**src/rtl/muldiv_if.sv**
```systemverilog
// Request/response and HI/LO write bundle for muldiv_unit.
interface muldiv_if;
  logic        start;
  logic [1:0]  op;
  logic [31:0] In1;
  logic [31:0] In2;
  logic        wrHi;
  logic        wrLo;
  logic [31:0] wrData;
  logic        busy;
  logic        done;
  logic [31:0] hi;
  logic [31:0] lo;
  logic        divZero;

  modport master (
    output start, op, In1, In2, wrHi, wrLo, wrData,
    input  busy, done, hi, lo, divZero
  );

  modport slave (
    input  start, op, In1, In2, wrHi, wrLo, wrData,
    output busy, done, hi, lo, divZero
  );
endinterface

```
**src/rtl/muldiv_unit.sv**
```systemverilog
// Iterative 32x32 multiply / 32/32 divide with HI/LO result registers.
// One bit per cycle for 32 cycles, with signs applied on completion.
module muldiv_unit (
  input logic      clk,
  input logic      rst,
  muldiv_if.slave  bus
);

  typedef enum logic [1:0] {IDLE, RUN, DONE} state_e;

  state_e      state_q, state_d;
  logic [4:0]  cnt_q, cnt_d;
  logic        is_div_q, is_div_d;
  logic        neg_q, neg_d;
  logic        rneg_q, rneg_d;
  logic        dz_q, dz_d;
  logic [31:0] opnd_q, opnd_d;
  logic [31:0] hi_q, hi_d;
  logic [31:0] lo_q, lo_d;
  logic [63:0] acc_q, acc_d;

  logic        signed_op;
  logic [31:0] mag1, mag2;
  logic [32:0] sum, shifted, diff;
  logic [63:0] step, prod_fix;
  logic [31:0] quo_fix, rem_fix;

  always_comb begin
    state_d  = state_q;
    cnt_d    = cnt_q;
    is_div_d = is_div_q;
    neg_d    = neg_q;
    rneg_d   = rneg_q;
    dz_d     = dz_q;
    opnd_d   = opnd_q;
    hi_d     = hi_q;
    lo_d     = lo_q;
    acc_d    = acc_q;

    signed_op = ~bus.op[0];
    mag1 = (signed_op && bus.In1[31]) ? (~bus.In1 + 32'd1) : bus.In1;
    mag2 = (signed_op && bus.In2[31]) ? (~bus.In2 + 32'd1) : bus.In2;

    // acc holds {partial product, multiplier} for multiply and
    // {remainder, dividend/quotient} for divide; both shift one bit per cycle.
    sum     = {1'b0, acc_q[63:32]} + {1'b0, (acc_q[0] ? opnd_q : 32'd0)};
    shifted = acc_q[63:31];
    diff    = shifted - {1'b0, opnd_q};
    if (is_div_q) begin
      step = diff[32] ? {acc_q[62:0], 1'b0} : {diff[31:0], acc_q[30:0], 1'b1};
    end else begin
      step = {sum, acc_q[31:1]};
    end
    prod_fix = neg_q  ? (~step + 64'd1)         : step;
    quo_fix  = neg_q  ? (~step[31:0] + 32'd1)   : step[31:0];
    rem_fix  = rneg_q ? (~step[63:32] + 32'd1)  : step[63:32];

    unique case (state_q)
      IDLE: begin
        if (bus.start) begin
          cnt_d    = '0;
          dz_d     = 1'b0;
          is_div_d = bus.op[1];
          neg_d    = signed_op & (bus.In1[31] ^ bus.In2[31]);
          rneg_d   = signed_op & bus.In1[31];
          if (bus.op[1] && (bus.In2 == '0)) begin
            state_d = DONE;
            hi_d    = bus.In1;
            lo_d    = '1;
            dz_d    = 1'b1;
          end else begin
            state_d = RUN;
            opnd_d  = bus.op[1] ? mag2 : mag1;
            acc_d   = bus.op[1] ? {32'd0, mag1} : {32'd0, mag2};
          end
        end else begin
          if (bus.wrHi) hi_d = bus.wrData;
          if (bus.wrLo) lo_d = bus.wrData;
        end
      end
      RUN: begin
        acc_d = step;
        cnt_d = cnt_q + 5'd1;
        if (cnt_q == 5'd31) begin
          state_d = DONE;
          if (is_div_q) begin
            hi_d = rem_fix;
            lo_d = quo_fix;
          end else begin
            hi_d = prod_fix[63:32];
            lo_d = prod_fix[31:0];
          end
        end
      end
      DONE: state_d = IDLE;
      default: state_d = IDLE;
    endcase
  end

  always_ff @(posedge clk) begin
    if (rst) begin
      state_q  <= IDLE;
      cnt_q    <= '0;
      is_div_q <= 1'b0;
      neg_q    <= 1'b0;
      rneg_q   <= 1'b0;
      dz_q     <= 1'b0;
      opnd_q   <= '0;
      hi_q     <= '0;
      lo_q     <= '0;
      acc_q    <= '0;
    end else begin
      state_q  <= state_d;
      cnt_q    <= cnt_d;
      is_div_q <= is_div_d;
      neg_q    <= neg_d;
      rneg_q   <= rneg_d;
      dz_q     <= dz_d;
      opnd_q   <= opnd_d;
      hi_q     <= hi_d;
      lo_q     <= lo_d;
      acc_q    <= acc_d;
    end
  end

  assign bus.busy    = (state_q != IDLE);
  assign bus.done    = (state_q == DONE);
  assign bus.hi      = hi_q;
  assign bus.lo      = lo_q;
  assign bus.divZero = dz_q;

endmodule
```
**src/flat_wrapper.sv**
```systemverilog
// flat-port wrapper written by rule: the top's interface ports become plain ports
module muldiv_unit_flat 
  (clk, rst, bus_start, bus_op, bus_In1, bus_In2, bus_wrHi, bus_wrLo, bus_wrData, bus_busy, bus_done, bus_hi, bus_lo, bus_divZero);
  muldiv_if bus_i ();
  input logic clk;
  input logic rst;
  input wire logic [$bits(bus_i.start)-1:0] bus_start;
  input wire logic [$bits(bus_i.op)-1:0] bus_op;
  input wire logic [$bits(bus_i.In1)-1:0] bus_In1;
  input wire logic [$bits(bus_i.In2)-1:0] bus_In2;
  input wire logic [$bits(bus_i.wrHi)-1:0] bus_wrHi;
  input wire logic [$bits(bus_i.wrLo)-1:0] bus_wrLo;
  input wire logic [$bits(bus_i.wrData)-1:0] bus_wrData;
  output wire logic [$bits(bus_i.busy)-1:0] bus_busy;
  output wire logic [$bits(bus_i.done)-1:0] bus_done;
  output wire logic [$bits(bus_i.hi)-1:0] bus_hi;
  output wire logic [$bits(bus_i.lo)-1:0] bus_lo;
  output wire logic [$bits(bus_i.divZero)-1:0] bus_divZero;
  assign bus_i.start = bus_start;
  assign bus_i.op = bus_op;
  assign bus_i.In1 = bus_In1;
  assign bus_i.In2 = bus_In2;
  assign bus_i.wrHi = bus_wrHi;
  assign bus_i.wrLo = bus_wrLo;
  assign bus_i.wrData = bus_wrData;
  assign bus_busy = bus_i.busy;
  assign bus_done = bus_i.done;
  assign bus_hi = bus_i.hi;
  assign bus_lo = bus_i.lo;
  assign bus_divZero = bus_i.divZero;
  muldiv_unit u_core (.clk(clk), .rst(rst), .bus(bus_i));
endmodule
```
**config.mk**
```make
export PLATFORM = sky130hd
export DESIGN_NAME = muldiv_unit_flat
export DESIGN_NICKNAME = d
export VERILOG_FILES = /design/src/rtl/muldiv_if.sv /design/src/rtl/muldiv_unit.sv /design/src/flat_wrapper.sv
export SDC_FILE = /design/constraint.sdc
export NUM_CORES = 1
export LEC_CHECK = 0
export BUFFER_PORTS_ARGS = -buffer_cell sky130_fd_sc_hd__buf_2
export CAP_MARGIN = 30
export CORE_ASPECT_RATIO = 0.75
export CORE_MARGIN = 1.5
export CORE_UTILIZATION = 61
export DETAILED_ROUTE_END_ITERATION = 10
export PLACE_DENSITY = 0.82
export SLEW_MARGIN = 0
export SYNTH_ARGS = -nofsm -noshare
export SYNTH_HDL_FRONTEND = slang
export SYNTH_SLANG_ARGS = --single-unit
```
**constraint.sdc**
```tcl
create_clock -name clk -period 6.2 [get_ports clk]
set_input_delay 1.24 -clock clk [delete_from_list [all_inputs] [get_ports clk]]
set_output_delay 1.24 -clock clk [all_outputs]
set_load 0.01 [all_outputs]
```
==> flow_metrics.py <==
metrics = {
    "finish": {
        "register_area_mm2": 0.00343,
        "final_common_cell": "nor2_1",
        "layout_common_cells": "nor2_1, nand2_1, a21oi_1",
        "layout-drive-gt1-share_pct": 12.1,
        "final_area_mm2": 0.0174,
        "fill_cells": 2208,
        "antenna_cells": 0,
        "instances_no_fill": 2663,
        "area_growth_pct": 9.86,
        "num-nets-final": 2487,
        "fin_util_pct": 69.0,
        "multi_input_area_mm2": 0.0116,
    },
    "sta": {
        "hold_viol": 0,
        "slew_violations": 0,
        "worst_slew_pin_slew_ns": 1.06,
        "period_needed_ns": 5.62,
        "max_freq_ghz": 0.178,
        "hold_ws_ns": 0.455,
        "finClkSkew_ns": 0.0133,
        "rsz0062_at_grt": "false",
        "maxSlewHeadroom_pct": 28.9,
        "setup_violations": 0,
        "setup_slack_ns": 0.580,
        "setup_tns_ns": 0,
        "finalCritPeriodShare_pct": 90.7,
    },
    "outcome": {
        "status": "complete, no violations",
    },
    "clock_network": {
        "cts_tree": "built",
        "clkTransAtPathRegs_ns": 0.08,
        "root_buffer": "clkbuf_16",
        "h-tree-depth": 4,
        "clock_path_buffers": 2,
        "clock_latency_ns": 0.46,
        "hold_buffers": 0,
        "cts_buffers": 17,
        "cts.sinks": 171,
        "cts_setup_buffers": 0,
        "ctsResizeCount": 0,
    },
    "global_routing": {
        "grtUsageTotal_pct": 44.7,
        "antenna_found_initial": 1,
        "grt_pass1_wl_mm": 93.1,
        "grt_max_degree": 88,
        "grt-ovfl-total": 0,
        "grt_pass1_vias": 15800,
    },
    "place": {
        "gp_congestion": 1.06,
        "dpl_worst_slack_ns": 0.583,
        "place_inst": 2630,
        "dpl-instance-area_mm2": 0.0168,
        "dp.final_hpwl_mm": 47.5,
        "port_buffers": 169,
    },
    "drt": {
        "firstDrtPassIters": 6,
        "wl_mm": 61.9,
        "dr.first_iter.drc_count": 2679,
        "drtAntennaViolNets": 0,
        "num_vias": 18400,
        "via_per_inst": 6.91,
        "drc": 0,
        "wl_per_cell_um": 23.2,
    },
    "yosys": {
        "synthCells": 2238,
        "yosysTopAreaCellShare_pct": 21.6,
        "ys_ff_latch": 171,
        "synthTopCellsByArea": "dfxtp_1, nor2_1, a21oi_1",
        "netlist_area_mm2": 0.0159,
        "postSynth.asyncResetShare_pct": 0,
        "ys_seq_area_share_pct": 21.6,
        "syn_nets": 2413,
        "yosysUniqueCellTypes": 91,
        "synth-edff-count": 0,
        "yosysWarnings": 0,
        "syn_area_per_cell_um2": 7.09,
        "synth_area_leader_cell": "dfxtp_1",
        "synth_ff_type": "dfxtp_1",
    },
    "die": {
        "core-area_mm2": 0.0253,
        "row_count": 50,
        "start_util_pct": 62.8,
        "io_pins": 170,
        "dieArea_mm2": 0.0270,
        "dieWidth_um": 189,
        "fp.dieH_um": 143,
    },
    "worst_setup_path": {
        "slowest_stage": "or2_2",
        "worst_ep_required_time_ns": 6.55,
        "cp-start-kind": "flip-flop",
        "crit_path_max_incr_delay_ns": 0.44,
        "criticalPathCategory": "reg2reg",
        "crit_top_cell": "inv_1",
        "cp_cell_sequence": "inv_1 -> ha_1 -> inv_1 -> fa_1 -> a211oi_1 -> o211ai_2 -> nand4_2 -> a21oi_1 -> o211ai_2 -> nor2_1 -> a21oi_1 -> ha_1 -> inv_1 -> or2_2 -> or2_2 -> o21ai_0 -> o2111ai_1 -> nor4_1 -> o2111a_1 -> nand4_1 -> mux2i_1 -> a32o_1",
        "arrival_ns": 5.97,
        "critPathCaptureType": "flip-flop",
        "crit_fanout": 10,
    },
    "min_path": {
        "hold_class": "reg2reg",
    },
    "pwr": {
        "power_mw": 3.87,
        "p_per_area_mw_per_mm2": 222,
        "p_leak_nw": 7.11,
        "p_sw_mw": 1.64,
        "swShare_pct": 42.4,
        "seqPwrFrac_pct": 32.8,
        "pwr-share-clk_pct": 28.6,
        "intPower_mw": 2.23,
        "peakVddDrop_v": 0.000229,
        "p_comb_share_pct": 38.6,
    },
    "job": {
        "cap_violations": 0,
    },
}
## path summary, 6_finish.rpt
path	from	end	slack, ns	depth (start not counted)
max	u_core.acc_q[31]	u_core.bus.hi[24]	0.58	22
min	u_core.opnd_q[6]	u_core.opnd_q[6]	0.45	2
max reg2reg	u_core.acc_q[31]	u_core.bus.hi[24]	0.58	22
min reg2reg	u_core.opnd_q[6]	u_core.opnd_q[6]	0.45	2
## power by group through the flow
| stage | clock network [mW] | registers [mW] | logic, mW |
|---|---|---|---|
| 2_1_floorplan | 0 | 1.27 | 0.965 |
| 3_3_place_gp | 0 | 1.29 | 1.40 |
| 3_5_place_dp | 0 | 1.29 | 1.42 |
| 4_1_cts | 1.10 | 1.26 | 1.43 |
| 5_1_grt | 1.14 | 1.28 | 1.59 |
| 6_report | 1.11 | 1.27 | 1.49 |
## critical path: cells and delay by family (launching register included)
family | cells | cell delay [ns]
AOI/OAI and AO/OA | 9 | 2.41
adders and majority gates | 3 | 0.80
buffers and inverters | 3 | 0.21
DFF | 1 | 0.33
muxes | 1 | 0.18
and+or+nand+nor | 6 | 1.58
## state kept, by name, indices dropped and copies added, names as in the netlist
signal / cells
u_core.bus.hi: 32
u_core.opnd_q: 32
u_core.state_q: 2
u_core.is_div_q: 1
u_core.bus.lo: 32
u_core.neg_q: 1
u_core.bus.divZero: 1
u_core.cnt_q: 5
u_core.rneg_q: 1
u_core.acc_q: 64
## synth_stat cells, drive strengths merged, types with 20 or more instances
| cell type | count |
|---|---|
| buf | 37 |
| inv | 71 |
| o21ai | 141 |
| nor3 | 80 |
| mux2i | 86 |
| nor2 | 312 |
| ha | 70 |
| a22oi | 34 |
| xnor2 | 72 |
| clkbuf | 106 |
| nand2b | 20 |
| nand4 | 20 |
| nand2 | 243 |
| o31ai | 23 |
| dfxtp | 171 |
| a211oi | 53 |
| a21oi | 225 |
| a21o | 27 |
| a31oi | 39 |
| nand3 | 26 |
| xor2 | 78 |
| o211ai | 64 |
## kinds of logic (layout without fill, tap and decap cells)
logic type | count (synthesis) | count (layout) | share of synthesized area (%)
and+or+nand+nor | 813 | 813 | 23.4
muxes | 93 | 93 | 5.92
DFF | 171 | 171 | 21.6
adders and majority gates | 72 | 72 | 5.77
AOI/OAI and AO/OA | 725 | 725 | 29.8
xor gates and xnor gates | 150 | 150 | 8.28
buffers and inverters | 214 | 301 | 5.33
## cell type report
class / instances / area share (%)
Clock inverter: 14 / 0.854
Timing Repair Buffer: 198 / 6.23
Clock buffer: 18 / 2.52
Inverter: 71 / 1.53
Sequential cell: 171 / 19.7
Tap cell: 338 / 2.43
Multi-Input combinational cell: 1853 / 66.8
## routing by layer
metal | share of wire, % | track usage (%) | vias to the layer above
met5 | 0 | 0 | -
met2 | 39 | 61.5 | 1386
li1 | - | - | 8287
met3 | 16 | 13.5 | 138
met1 | 42 | 65.3 | 8597
met4 | 3.3 | 15.1 | 0
Power figures use the tool's default switching activity.
